## config.mk

```make
export PLATFORM = sky130hd
export DESIGN_NAME = axi_bridge_flat
export DESIGN_NICKNAME = d
export VERILOG_FILES = /design/src/rtl/axi_bridge_pkg.sv /design/src/rtl/axi_bridge_if.sv /design/src/rtl/axi_bridge.sv /design/src/flat_wrapper.sv
export SDC_FILE = /design/constraint.sdc
export NUM_CORES = 1
export LEC_CHECK = 0
export BUFFER_PORTS_ARGS = -buffer_cell sky130_fd_sc_hd__buf_2
export CAP_MARGIN = 0
export CORE_AREA = 8 8 138 140
export DETAILED_ROUTE_END_ITERATION = 8
export DIE_AREA = 0 0 146 148
export GPL_ROUTABILITY_DRIVEN = 1
export HOLD_SLACK_MARGIN = 0.12
export PLACE_DENSITY = 0.67
export SLEW_MARGIN = 10
export SYNTH_ARGS = -nofsm -noshare
export SYNTH_HDL_FRONTEND = slang
export SYNTH_SLANG_ARGS = --single-unit
```

## constraint.sdc

```tcl
create_clock -name clk -period 4.1 [get_ports clk]
set_input_delay 0.205 -clock clk [delete_from_list [all_inputs] [get_ports clk]]
set_output_delay 0.205 -clock clk [all_outputs]
set_load 0.01 [all_outputs]
```

## src/rtl/axi_bridge_pkg.sv

```systemverilog
// Shared constants for the SRAM-style to AXI bridge: FSM encodings,
// tied-off AXI channel fields and the size conversion helper.
package axi_bridge_pkg;

    localparam int unsigned AXI_ID_W = 4;

    localparam logic [1:0] R_IDLE = 2'd0;
    localparam logic [1:0] R_ADDR = 2'd1;
    localparam logic [1:0] R_DATA = 2'd2;

    localparam logic [1:0] W_IDLE = 2'd0;
    localparam logic [1:0] W_ADDR = 2'd1;
    localparam logic [1:0] W_RESP = 2'd2;

    localparam logic [3:0] AXI_LEN        = 4'd0;
    localparam logic [1:0] AXI_BURST_INCR = 2'b01;
    localparam logic [1:0] AXI_LOCK       = 2'b00;
    localparam logic [3:0] AXI_CACHE      = 4'd0;
    localparam logic [2:0] AXI_PROT       = 3'd0;

    function automatic logic [2:0] to_axsize(input logic [1:0] size);
        return {1'b0, size};
    endfunction

endpackage

```

## src/rtl/axi_bridge_if.sv

```systemverilog
// AXI3 single-beat channel bundle; master is the bridge, slave is memory.
interface axi_bridge_if;
    import axi_bridge_pkg::*;

    logic [AXI_ID_W-1:0] arid;
    logic [31:0]         araddr;
    logic [3:0]          arlen;
    logic [2:0]          arsize;
    logic [1:0]          arburst;
    logic [1:0]          arlock;
    logic [3:0]          arcache;
    logic [2:0]          arprot;
    logic                arvalid;
    logic                arready;

    logic [AXI_ID_W-1:0] rid;
    logic [31:0]         rdata;
    logic                rvalid;
    logic                rready;

    logic [AXI_ID_W-1:0] awid;
    logic [31:0]         awaddr;
    logic [3:0]          awlen;
    logic [2:0]          awsize;
    logic [1:0]          awburst;
    logic [1:0]          awlock;
    logic [3:0]          awcache;
    logic [2:0]          awprot;
    logic                awvalid;
    logic                awready;

    logic [AXI_ID_W-1:0] wid;
    logic [31:0]         wdata;
    logic [3:0]          wstrb;
    logic                wlast;
    logic                wvalid;
    logic                wready;

    logic                bvalid;
    logic                bready;

    modport master (
        output arid, araddr, arlen, arsize, arburst, arlock, arcache, arprot, arvalid,
        input  arready,
        input  rid, rdata, rvalid,
        output rready,
        output awid, awaddr, awlen, awsize, awburst, awlock, awcache, awprot, awvalid,
        input  awready,
        output wid, wdata, wstrb, wlast, wvalid,
        input  wready,
        input  bvalid,
        output bready
    );

    modport slave (
        input  arid, araddr, arlen, arsize, arburst, arlock, arcache, arprot, arvalid,
        output arready,
        output rid, rdata, rvalid,
        input  rready,
        input  awid, awaddr, awlen, awsize, awburst, awlock, awcache, awprot, awvalid,
        output awready,
        input  wid, wdata, wstrb, wlast, wvalid,
        output wready,
        output bvalid,
        input  bready
    );

endinterface

```

## src/rtl/axi_bridge.sv

```systemverilog
// Bridges an instruction read port and a data read/write port onto one AXI3
// master with at most one read and one write outstanding.
module axi_bridge
    import axi_bridge_pkg::*;
#(
    parameter logic [3:0] INST_ID = 4'd0,
    parameter logic [3:0] DATA_ID = 4'd1
) (
    input  logic        clk,
    input  logic        resetn,

    input  logic        inst_req,
    input  logic [1:0]  inst_size,
    input  logic [31:0] inst_addr,
    output logic        inst_addr_ok,
    output logic        inst_data_ok,
    output logic [31:0] inst_rdata,

    input  logic        data_req,
    input  logic        data_wr,
    input  logic [1:0]  data_size,
    input  logic [3:0]  data_wstrb,
    input  logic [31:0] data_addr,
    input  logic [31:0] data_wdata,
    output logic        data_addr_ok,
    output logic        data_data_ok,
    output logic [31:0] data_rdata,

    axi_bridge_if.master axi
);

    logic [1:0]  r_state;
    logic [1:0]  w_state;
    logic        r_is_data;
    logic [31:0] araddr_q;
    logic [3:0]  arid_q;
    logic [2:0]  arsize_q;
    logic [31:0] awaddr_q;
    logic [2:0]  awsize_q;
    logic [31:0] wdata_q;
    logic [3:0]  wstrb_q;
    logic        aw_done;
    logic        w_done;

    logic data_rd_req, data_wr_req;
    logic rd_data_acc, inst_acc, wr_acc;
    logic aw_fin, w_fin, r_hs, b_hs;

    assign data_rd_req = data_req & ~data_wr;
    assign data_wr_req = data_req & data_wr;

    // A pending data read blocks the instruction port even when the read itself
    // is held off by an outstanding write; reads never overtake a write.
    assign rd_data_acc = resetn & (r_state == R_IDLE) & data_rd_req & (w_state == W_IDLE);
    assign inst_acc    = resetn & (r_state == R_IDLE) & inst_req & ~data_rd_req;
    assign wr_acc      = resetn & (w_state == W_IDLE) & data_wr_req
                       & ~((r_state != R_IDLE) & r_is_data);

    assign aw_fin = aw_done | (axi.awvalid & axi.awready);
    assign w_fin  = w_done  | (axi.wvalid & axi.wready);
    assign r_hs   = (r_state == R_DATA) & axi.rvalid
                  & (axi.rid == (r_is_data ? DATA_ID : INST_ID));
    assign b_hs   = (w_state == W_RESP) & axi.bvalid;

    assign inst_addr_ok = inst_acc;
    assign data_addr_ok = rd_data_acc | wr_acc;
    assign inst_data_ok = r_hs & ~r_is_data;
    assign data_data_ok = (r_hs & r_is_data) | b_hs;
    assign inst_rdata   = axi.rdata;
    assign data_rdata   = axi.rdata;

    always_ff @(posedge clk or negedge resetn) begin
        if (!resetn) begin
            r_state   <= R_IDLE;
            r_is_data <= 1'b0;
            araddr_q  <= '0;
            arid_q    <= '0;
            arsize_q  <= '0;
        end else begin
            case (r_state)
                R_IDLE: begin
                    if (rd_data_acc) begin
                        r_state   <= R_ADDR;
                        r_is_data <= 1'b1;
                        araddr_q  <= data_addr;
                        arid_q    <= DATA_ID;
                        arsize_q  <= to_axsize(data_size);
                    end else if (inst_acc) begin
                        r_state   <= R_ADDR;
                        r_is_data <= 1'b0;
                        araddr_q  <= inst_addr;
                        arid_q    <= INST_ID;
                        arsize_q  <= to_axsize(inst_size);
                    end
                end
                R_ADDR:  if (axi.arready) r_state <= R_DATA;
                R_DATA:  if (r_hs) r_state <= R_IDLE;
                default: r_state <= R_IDLE;
            endcase
        end
    end

    // awvalid and wvalid retire independently; the done flags remember which
    // half has already handshaken so the response phase waits for both.
    always_ff @(posedge clk or negedge resetn) begin
        if (!resetn) begin
            w_state  <= W_IDLE;
            aw_done  <= 1'b0;
            w_done   <= 1'b0;
            awaddr_q <= '0;
            awsize_q <= '0;
            wdata_q  <= '0;
            wstrb_q  <= '0;
        end else begin
            case (w_state)
                W_IDLE: begin
                    if (wr_acc) begin
                        w_state  <= W_ADDR;
                        aw_done  <= 1'b0;
                        w_done   <= 1'b0;
                        awaddr_q <= data_addr;
                        awsize_q <= to_axsize(data_size);
                        wdata_q  <= data_wdata;
                        wstrb_q  <= data_wstrb;
                    end
                end
                W_ADDR: begin
                    if (aw_fin & w_fin) begin
                        w_state <= W_RESP;
                        aw_done <= 1'b0;
                        w_done  <= 1'b0;
                    end else begin
                        aw_done <= aw_fin;
                        w_done  <= w_fin;
                    end
                end
                W_RESP:  if (axi.bvalid) w_state <= W_IDLE;
                default: w_state <= W_IDLE;
            endcase
        end
    end

    assign axi.arid    = arid_q;
    assign axi.araddr  = araddr_q;
    assign axi.arsize  = arsize_q;
    assign axi.arlen   = AXI_LEN;
    assign axi.arburst = AXI_BURST_INCR;
    assign axi.arlock  = AXI_LOCK;
    assign axi.arcache = AXI_CACHE;
    assign axi.arprot  = AXI_PROT;
    assign axi.arvalid = (r_state == R_ADDR);
    assign axi.rready  = (r_state == R_DATA);

    assign axi.awid    = DATA_ID;
    assign axi.awaddr  = awaddr_q;
    assign axi.awsize  = awsize_q;
    assign axi.awlen   = AXI_LEN;
    assign axi.awburst = AXI_BURST_INCR;
    assign axi.awlock  = AXI_LOCK;
    assign axi.awcache = AXI_CACHE;
    assign axi.awprot  = AXI_PROT;
    assign axi.awvalid = (w_state == W_ADDR) & ~aw_done;

    assign axi.wid     = DATA_ID;
    assign axi.wdata   = wdata_q;
    assign axi.wstrb   = wstrb_q;
    assign axi.wlast   = 1'b1;
    assign axi.wvalid  = (w_state == W_ADDR) & ~w_done;
    assign axi.bready  = (w_state == W_RESP);

endmodule

```

## src/flat_wrapper.sv

```systemverilog
// flat-port wrapper written by rule: the top's interface ports become plain ports
module axi_bridge_flat import axi_bridge_pkg::*;
#(
    parameter logic [3:0] INST_ID = 4'd0,
    parameter logic [3:0] DATA_ID = 4'd1
)
  (clk, resetn, inst_req, inst_size, inst_addr, inst_addr_ok, inst_data_ok, inst_rdata, data_req, data_wr, data_size, data_wstrb, data_addr, data_wdata, data_addr_ok, data_data_ok, data_rdata, axi_arid, axi_araddr, axi_arlen, axi_arsize, axi_arburst, axi_arlock, axi_arcache, axi_arprot, axi_arvalid, axi_arready, axi_rid, axi_rdata, axi_rvalid, axi_rready, axi_awid, axi_awaddr, axi_awlen, axi_awsize, axi_awburst, axi_awlock, axi_awcache, axi_awprot, axi_awvalid, axi_awready, axi_wid, axi_wdata, axi_wstrb, axi_wlast, axi_wvalid, axi_wready, axi_bvalid, axi_bready);
  axi_bridge_if axi_i ();
  input  logic clk;
  input  logic resetn;
  input  logic inst_req;
  input  logic [1:0] inst_size;
  input  logic [31:0] inst_addr;
  output logic inst_addr_ok;
  output logic inst_data_ok;
  output logic [31:0] inst_rdata;
  input  logic data_req;
  input  logic data_wr;
  input  logic [1:0] data_size;
  input  logic [3:0] data_wstrb;
  input  logic [31:0] data_addr;
  input  logic [31:0] data_wdata;
  output logic data_addr_ok;
  output logic data_data_ok;
  output logic [31:0] data_rdata;
  output wire logic [$bits(axi_i.arid)-1:0] axi_arid;
  output wire logic [$bits(axi_i.araddr)-1:0] axi_araddr;
  output wire logic [$bits(axi_i.arlen)-1:0] axi_arlen;
  output wire logic [$bits(axi_i.arsize)-1:0] axi_arsize;
  output wire logic [$bits(axi_i.arburst)-1:0] axi_arburst;
  output wire logic [$bits(axi_i.arlock)-1:0] axi_arlock;
  output wire logic [$bits(axi_i.arcache)-1:0] axi_arcache;
  output wire logic [$bits(axi_i.arprot)-1:0] axi_arprot;
  output wire logic [$bits(axi_i.arvalid)-1:0] axi_arvalid;
  input wire logic [$bits(axi_i.arready)-1:0] axi_arready;
  input wire logic [$bits(axi_i.rid)-1:0] axi_rid;
  input wire logic [$bits(axi_i.rdata)-1:0] axi_rdata;
  input wire logic [$bits(axi_i.rvalid)-1:0] axi_rvalid;
  output wire logic [$bits(axi_i.rready)-1:0] axi_rready;
  output wire logic [$bits(axi_i.awid)-1:0] axi_awid;
  output wire logic [$bits(axi_i.awaddr)-1:0] axi_awaddr;
  output wire logic [$bits(axi_i.awlen)-1:0] axi_awlen;
  output wire logic [$bits(axi_i.awsize)-1:0] axi_awsize;
  output wire logic [$bits(axi_i.awburst)-1:0] axi_awburst;
  output wire logic [$bits(axi_i.awlock)-1:0] axi_awlock;
  output wire logic [$bits(axi_i.awcache)-1:0] axi_awcache;
  output wire logic [$bits(axi_i.awprot)-1:0] axi_awprot;
  output wire logic [$bits(axi_i.awvalid)-1:0] axi_awvalid;
  input wire logic [$bits(axi_i.awready)-1:0] axi_awready;
  output wire logic [$bits(axi_i.wid)-1:0] axi_wid;
  output wire logic [$bits(axi_i.wdata)-1:0] axi_wdata;
  output wire logic [$bits(axi_i.wstrb)-1:0] axi_wstrb;
  output wire logic [$bits(axi_i.wlast)-1:0] axi_wlast;
  output wire logic [$bits(axi_i.wvalid)-1:0] axi_wvalid;
  input wire logic [$bits(axi_i.wready)-1:0] axi_wready;
  input wire logic [$bits(axi_i.bvalid)-1:0] axi_bvalid;
  output wire logic [$bits(axi_i.bready)-1:0] axi_bready;
  assign axi_arid = axi_i.arid;
  assign axi_araddr = axi_i.araddr;
  assign axi_arlen = axi_i.arlen;
  assign axi_arsize = axi_i.arsize;
  assign axi_arburst = axi_i.arburst;
  assign axi_arlock = axi_i.arlock;
  assign axi_arcache = axi_i.arcache;
  assign axi_arprot = axi_i.arprot;
  assign axi_arvalid = axi_i.arvalid;
  assign axi_i.arready = axi_arready;
  assign axi_i.rid = axi_rid;
  assign axi_i.rdata = axi_rdata;
  assign axi_i.rvalid = axi_rvalid;
  assign axi_rready = axi_i.rready;
  assign axi_awid = axi_i.awid;
  assign axi_awaddr = axi_i.awaddr;
  assign axi_awlen = axi_i.awlen;
  assign axi_awsize = axi_i.awsize;
  assign axi_awburst = axi_i.awburst;
  assign axi_awlock = axi_i.awlock;
  assign axi_awcache = axi_i.awcache;
  assign axi_awprot = axi_i.awprot;
  assign axi_awvalid = axi_i.awvalid;
  assign axi_i.awready = axi_awready;
  assign axi_wid = axi_i.wid;
  assign axi_wdata = axi_i.wdata;
  assign axi_wstrb = axi_i.wstrb;
  assign axi_wlast = axi_i.wlast;
  assign axi_wvalid = axi_i.wvalid;
  assign axi_i.wready = axi_wready;
  assign axi_i.bvalid = axi_bvalid;
  assign axi_bready = axi_i.bready;
  axi_bridge #(.INST_ID(INST_ID), .DATA_ID(DATA_ID)) u_core (.clk(clk), .resetn(resetn), .inst_req(inst_req), .inst_size(inst_size), .inst_addr(inst_addr), .inst_addr_ok(inst_addr_ok), .inst_data_ok(inst_data_ok), .inst_rdata(inst_rdata), .data_req(data_req), .data_wr(data_wr), .data_size(data_size), .data_wstrb(data_wstrb), .data_addr(data_addr), .data_wdata(data_wdata), .data_addr_ok(data_addr_ok), .data_data_ok(data_data_ok), .data_rdata(data_rdata), .axi(axi_i));
endmodule
```

======== Word level (Yosys, flattened, before mapping) ========
Index checks and enable logic that the tools add are counted.
word-level totals
  input bits .............................. 150
  register bits ........................... 116
  logic and storage cells ................. 87
  output and inout port bits .............. 222
operators by class
  muxes and demuxes ....................... 23
  bitwise gates (word level) .............. 31
  reduce and logical (&&, ||, !) cells .... 10
  eq/ne operators ......................... 11
operators by type and width
  cell                                            count
  2-to-1 mux 32 bit                               2
  AND 1 bit                                       21
  2-to-1 mux 2 bit                                7
  one-hot mux 2 bit (3 select lines)              2
  2-to-1 mux 4 bit                                2
  != test 2 x 1 -> 1 bit (second input constant)  4
  2-to-1 mux 1 bit                                6
  2-to-1 mux 3 bit                                2
  inverter 1 bit                                  6
  AND reduction 2 bit                             3
  AND reduction 3 bit                             2
  nonzero test 2 bit                              3
  == test 2 x 1 -> 1 bit (second input constant)  2
  == test 2 bit (second input constant)           2
  == test 4 bit                                   1
  logical NOT 2 bit                               2
  OR 1 bit                                        4
  one-hot mux 1 bit (2 select lines)              2
  != test 3 x 2 -> 1 bit (second input constant)  1
  != test 2 bit (second input constant)           1

======== Longest topological paths before layout ========
  word-level depth ........................ 7
  mapped depth ............................ 5
  mapped depth without buffers ............ 3

======== Least setup slack after synthesis ========
Ideal clock, no wire load.
  kind .................................... register -> register
  start point ............................. register u_core.w_state[0]
  end point ............................... register u_core.awaddr_q[0] (netlist: u_core.axi.awaddr[0])
  clock period less this slack ............ 1.729 ns
  data required time ...................... 3.975 ns
  cell stages (with the launch flop) ...... 6
  library setup time ...................... 0.125 ns
  data arrival time ....................... 1.604 ns
  buffers on the path ..................... 2
  path slack .............................. 2.371 ns
  cell sequence ........................... dfrtp_1 -> nand4bb_4 -> or3b_1 -> buf_4 -> buf_6 -> mux2_4
between the ends
  word-level cells in the longest chain between the ends .. 5
ends and longest elaborated chain
  what                                      line                                 RTL
  from (decl)                               axi_bridge.sv:33                     logic [1:0] w_state;
  from (signal assigned)                    axi_bridge.sv:107                    w_state <= W_IDLE;
  from (signal assigned)                    axi_bridge.sv:118                    w_state <= W_ADDR;
  from (signal assigned)                    axi_bridge.sv:129                    w_state <= W_RESP;
  logical NOT 2 bit (*)                     axi_bridge.sv:56, axi_bridge.sv:115
  AND 1 bit (2 in series)                   axi_bridge.sv:56                     assign wr_acc = resetn & (w_state == W_IDLE) & data_wr_req
  AND 1 bit                                 axi_bridge.sv:57                     & ~((r_state != R_IDLE) & r_is_data);
  AND reduction 2 bit (no source line) (*)  n/a
  to (signal assigned)                      axi_bridge.sv:121                    awaddr_q <= data_addr;
  to (decl)                                 axi_bridge.sv:38                     logic [31:0] awaddr_q;
Mark *: on every way between the ends. The rest lies on a longest branch, timed or not.
A chain may end at the register's enable or synchronous reset.

======== Worst setup path in the final report ========
  start point ............................. input resetn
  end point ............................... register u_core.wstrb_q[0] (netlist: u_core.axi.wstrb[0])
between the ends
  word-level cells in the longest chain between the ends .. 4
ends and longest elaborated chain
  what                                  line                RTL
  from (decl)                           flat_wrapper.sv:10  input logic resetn;
  AND 1 bit (2 in series)               axi_bridge.sv:56
  AND 1 bit                             axi_bridge.sv:57
  AND reduction 2 bit (no source line)  n/a
  to (signal assigned)                  axi_bridge.sv:124   wstrb_q <= data_wstrb;
  to (decl)                             axi_bridge.sv:41    logic [3:0] wstrb_q;
No other way between the ends.

==> results.yml <==
cells_and_area:
  ff_latch_area_mm2: 0.00278
  final_layout_size_suffix_gt1_share_pct: 49.0
  final_common_cell: "buf_2"
  final_cell_mix: "230 x buf_2, 111 x dfrtp_1, 72 x dlygate4sd3_1"
  fin_util_pct: 44.3
  fin_nets: 853
  syn_to_final_growth_pct: 30.0
  multi_input_area_mm2: 0.00217
  n_fill_cell: 1569
yosys:
  ys_warn_count: 0
  netlist_instances: 474
  synthFlopType: "dfrtp_1"
  syn_avg_cell_area_um2: 12.2
  synth_cell_types: 33
  seq_area_frac_synth_pct: 48.1
  async_flop_share_pct: 100
  synthesis.area_mm2: 0.00577
  synth-seq-cells: 111
  synth-edff-count: 0
hold_path:
  hp-start: "data_addr[3]"
  worst_hold_path.num_cells: 2
  hold_class: "in -> reg"
  holdPathEnd: "u_core.axi.awaddr[3]$_DFFE_PN0P_"
clock_network:
  insertion_delay_ns: 0.34
  cts.sinks: 111
  clkSlewWorstSetupHoldPaths_ns: 0.08
  clk_path_buf_depth: 2
  cts_inserted_buffers: 9
  post_cts_resized: 0
  cts_tree: "built"
  cts_setup_buffers: 0
  htree_levels: 3
  cts-root-buf: "clkbuf_16"
route:
  routed_wl_um: 20600
  drt-pass1-iter-count: 4
  vias: 4361
  viasPerCell: 4.66
  drtIter0Drc: 240
  ant_nets: 0
  wl_per_cell_um: 22.1
  drc: 0
global_route:
  grt_pass1_vias: 4838
  grtUsageMet2_pct: 32.8
  overflow: 0
  grt_busiest_layer: "met2"
  grt_max_degree: 63
  grt_use_met3_pct: 7.28
  met1_usage_pct: 19.8
  grt_first_pass_wirelength_um: 30600
  grtUsageTotal_pct: 18.3
  antenna_found_initial: 2
sta:
  fmax_mhz: 341
  fin_crit_sh_pct: 71.5
  worst_pin_slew_ns: 0.880
  fin_worst_skew_ns: 0.0112
  fin_setup_tns_ns: 0
  rsz0062_at_grt: "false"
  fin_crit_ns: 2.93
  relSlewSlack_pct: 41.3
  drv_slew: 0
  finalHoldViolations: 0
  setup_viol: 0
setup_path:
  worstPathMaxFanout: 39
  reg2reg_to: "u_core.axi.wstrb[0]$_DFFE_PN0P_"
  critPathRequiredTime_ns: 4.33
  cp.arrival_ns: 3.16
  rr_worst_depth: 5
  endpoint_kind: "register"
  crit_path_start_kind: "input port"
  crit_path_start: "resetn"
  rrSetupSlack_ns: 1.27
  crit_type: "in -> reg"
  r2r-start: "u_core.w_state[0]$_DFFE_PN0P_"
die:
  core-area_mm2: 0.0169
  fp.dieH_um: 148
  fp-row-count: 48
  start_util_pct: 34.1
  die_area_mm2: 0.0216
  pin_count: 372
  die_w_um: 146
pwr:
  p_total_uw: 5080
  pwr_density_cell_mw_per_mm2: 677
  leakagePower_uw: 0.00378
  irDropWorstVdd_uv: 294
run_status:
  status: "complete, no violations"
place:
  gp_congestion: 0.754
  io_buffers: 231
  hpwlAfterDp_um: 15200
run:
  drv_cap: 0
layout make-up:
cell class                      count  area share, %
Sequential cell                   111           37.0
Clock inverter                      6          0.834
Tap cell                          225           3.75
Multi-Input combinational cell    262           28.9
Clock buffer                       10           3.05
Timing Repair Buffer              313           26.0
Antenna cell                        2         0.0667
Inverter                            6          0.300
worst max-delay path, cell delays in order:
cell           delay [ns]
dlygate4sd3_1        0.56
buf_4                0.17
nand4bb_4            0.08
buf_4                0.29
or3b_4               0.76
buf_4                0.65
mux2_2               0.41
where the power goes:
part | switching (uW) | leakage [uW] | internal, uW
combinational | 1050 | 0.00232 | 1170
clock | 431 | 0.000143 | 431
sequential | 349 | 0.00132 | 1640
Yosys cell counts (4+ instances only):
cell type	instances	area share [%]
buf_4	110	14
nor2_1	5	0.33
inv_1	6	0.39
buf_6	7	1.4
nand2_1	5	0.33
a31oi_1	20	2.2
o21ai_0	23	2.0
dfrtp_1	111	48
clkbuf_1	17	1.1
o221a_2	14	2.7
nor2b_1	4	0.43
nor3_1	21	1.8
or3_1	15	1.6
nand3_1	20	1.7
mux2_4	67	17
state kept, by name (all words and copies together), names as in the netlist:
register / count
u_core.r_state: 2
u_core.axi.arid: 1
u_core.w_state: 2
u_core.axi.arsize: 2
u_core.axi.awsize: 2
u_core.w_done: 1
u_core.axi.wstrb: 4
u_core.axi.wdata: 32
u_core.axi.araddr: 32
u_core.axi.awaddr: 32
u_core.aw_done: 1
through the flow:
stage | hold WS (ns) | instance area (um2) | setup slack, ns | std cells
final | 0.136 | 7500 | 1.17 | 935
after floorplan | -0.0906 | 5930 | 2.37 | 516
after detailed placement | 0.410 | 6490 | 1.27 | 845
after global placement | 0.410 | 6490 | 1.34 | 845
after CTS | 0.120 | 7470 | 1.20 | 930
after global routing | 0.123 | 7500 | 1.09 | 935
worst max-delay path by stage:
stage / cells past startpoint / to / slack [ns]
floorplan: 5 / u_core.axi.awaddr[0]$_DFFE_PN0P_ / 2.37
global placement: 5 / u_core.axi.wdata[31]$_DFFE_PN0P_ / 1.34
detailed placement: 5 / u_core.axi.wstrb[0]$_DFFE_PN0P_ / 1.27
CTS: 7 / u_core.axi.wstrb[0]$_DFFE_PN0P_ / 1.20
global route: 7 / u_core.axi.wstrb[0]$_DFFE_PN0P_ / 1.09
finish: 7 / u_core.axi.wstrb[0]$_DFFE_PN0P_ / 1.17
cells by family (layout without fill, tap and decap cells):
group           count (synthesis)  in the layout  share of synthesized area [%]
buf+inv                       143            335                           17.4
flops                         111            111                           48.1
simple gates                   79             79                           7.85
mux                            70             70                           18.0
compound gates                 68             68                           8.30
other cells                     2             46                          0.130
xor+xnor                        1              1                          0.152
timing repair:
action	in CTS	in global routing
endpoints found under the hold margin	117	3
hold buffers	69	3
endpoints found under the setup margin	0	0
per-layer routing:
layer | vias up | wire (um)
li1 | 1966 | -
met4 | 0 | 184
met1 | 2121 | 7850
met5 | - | 0
met2 | 260 | 10700
met3 | 14 | 1920
(Power assumes the default switching activity.)
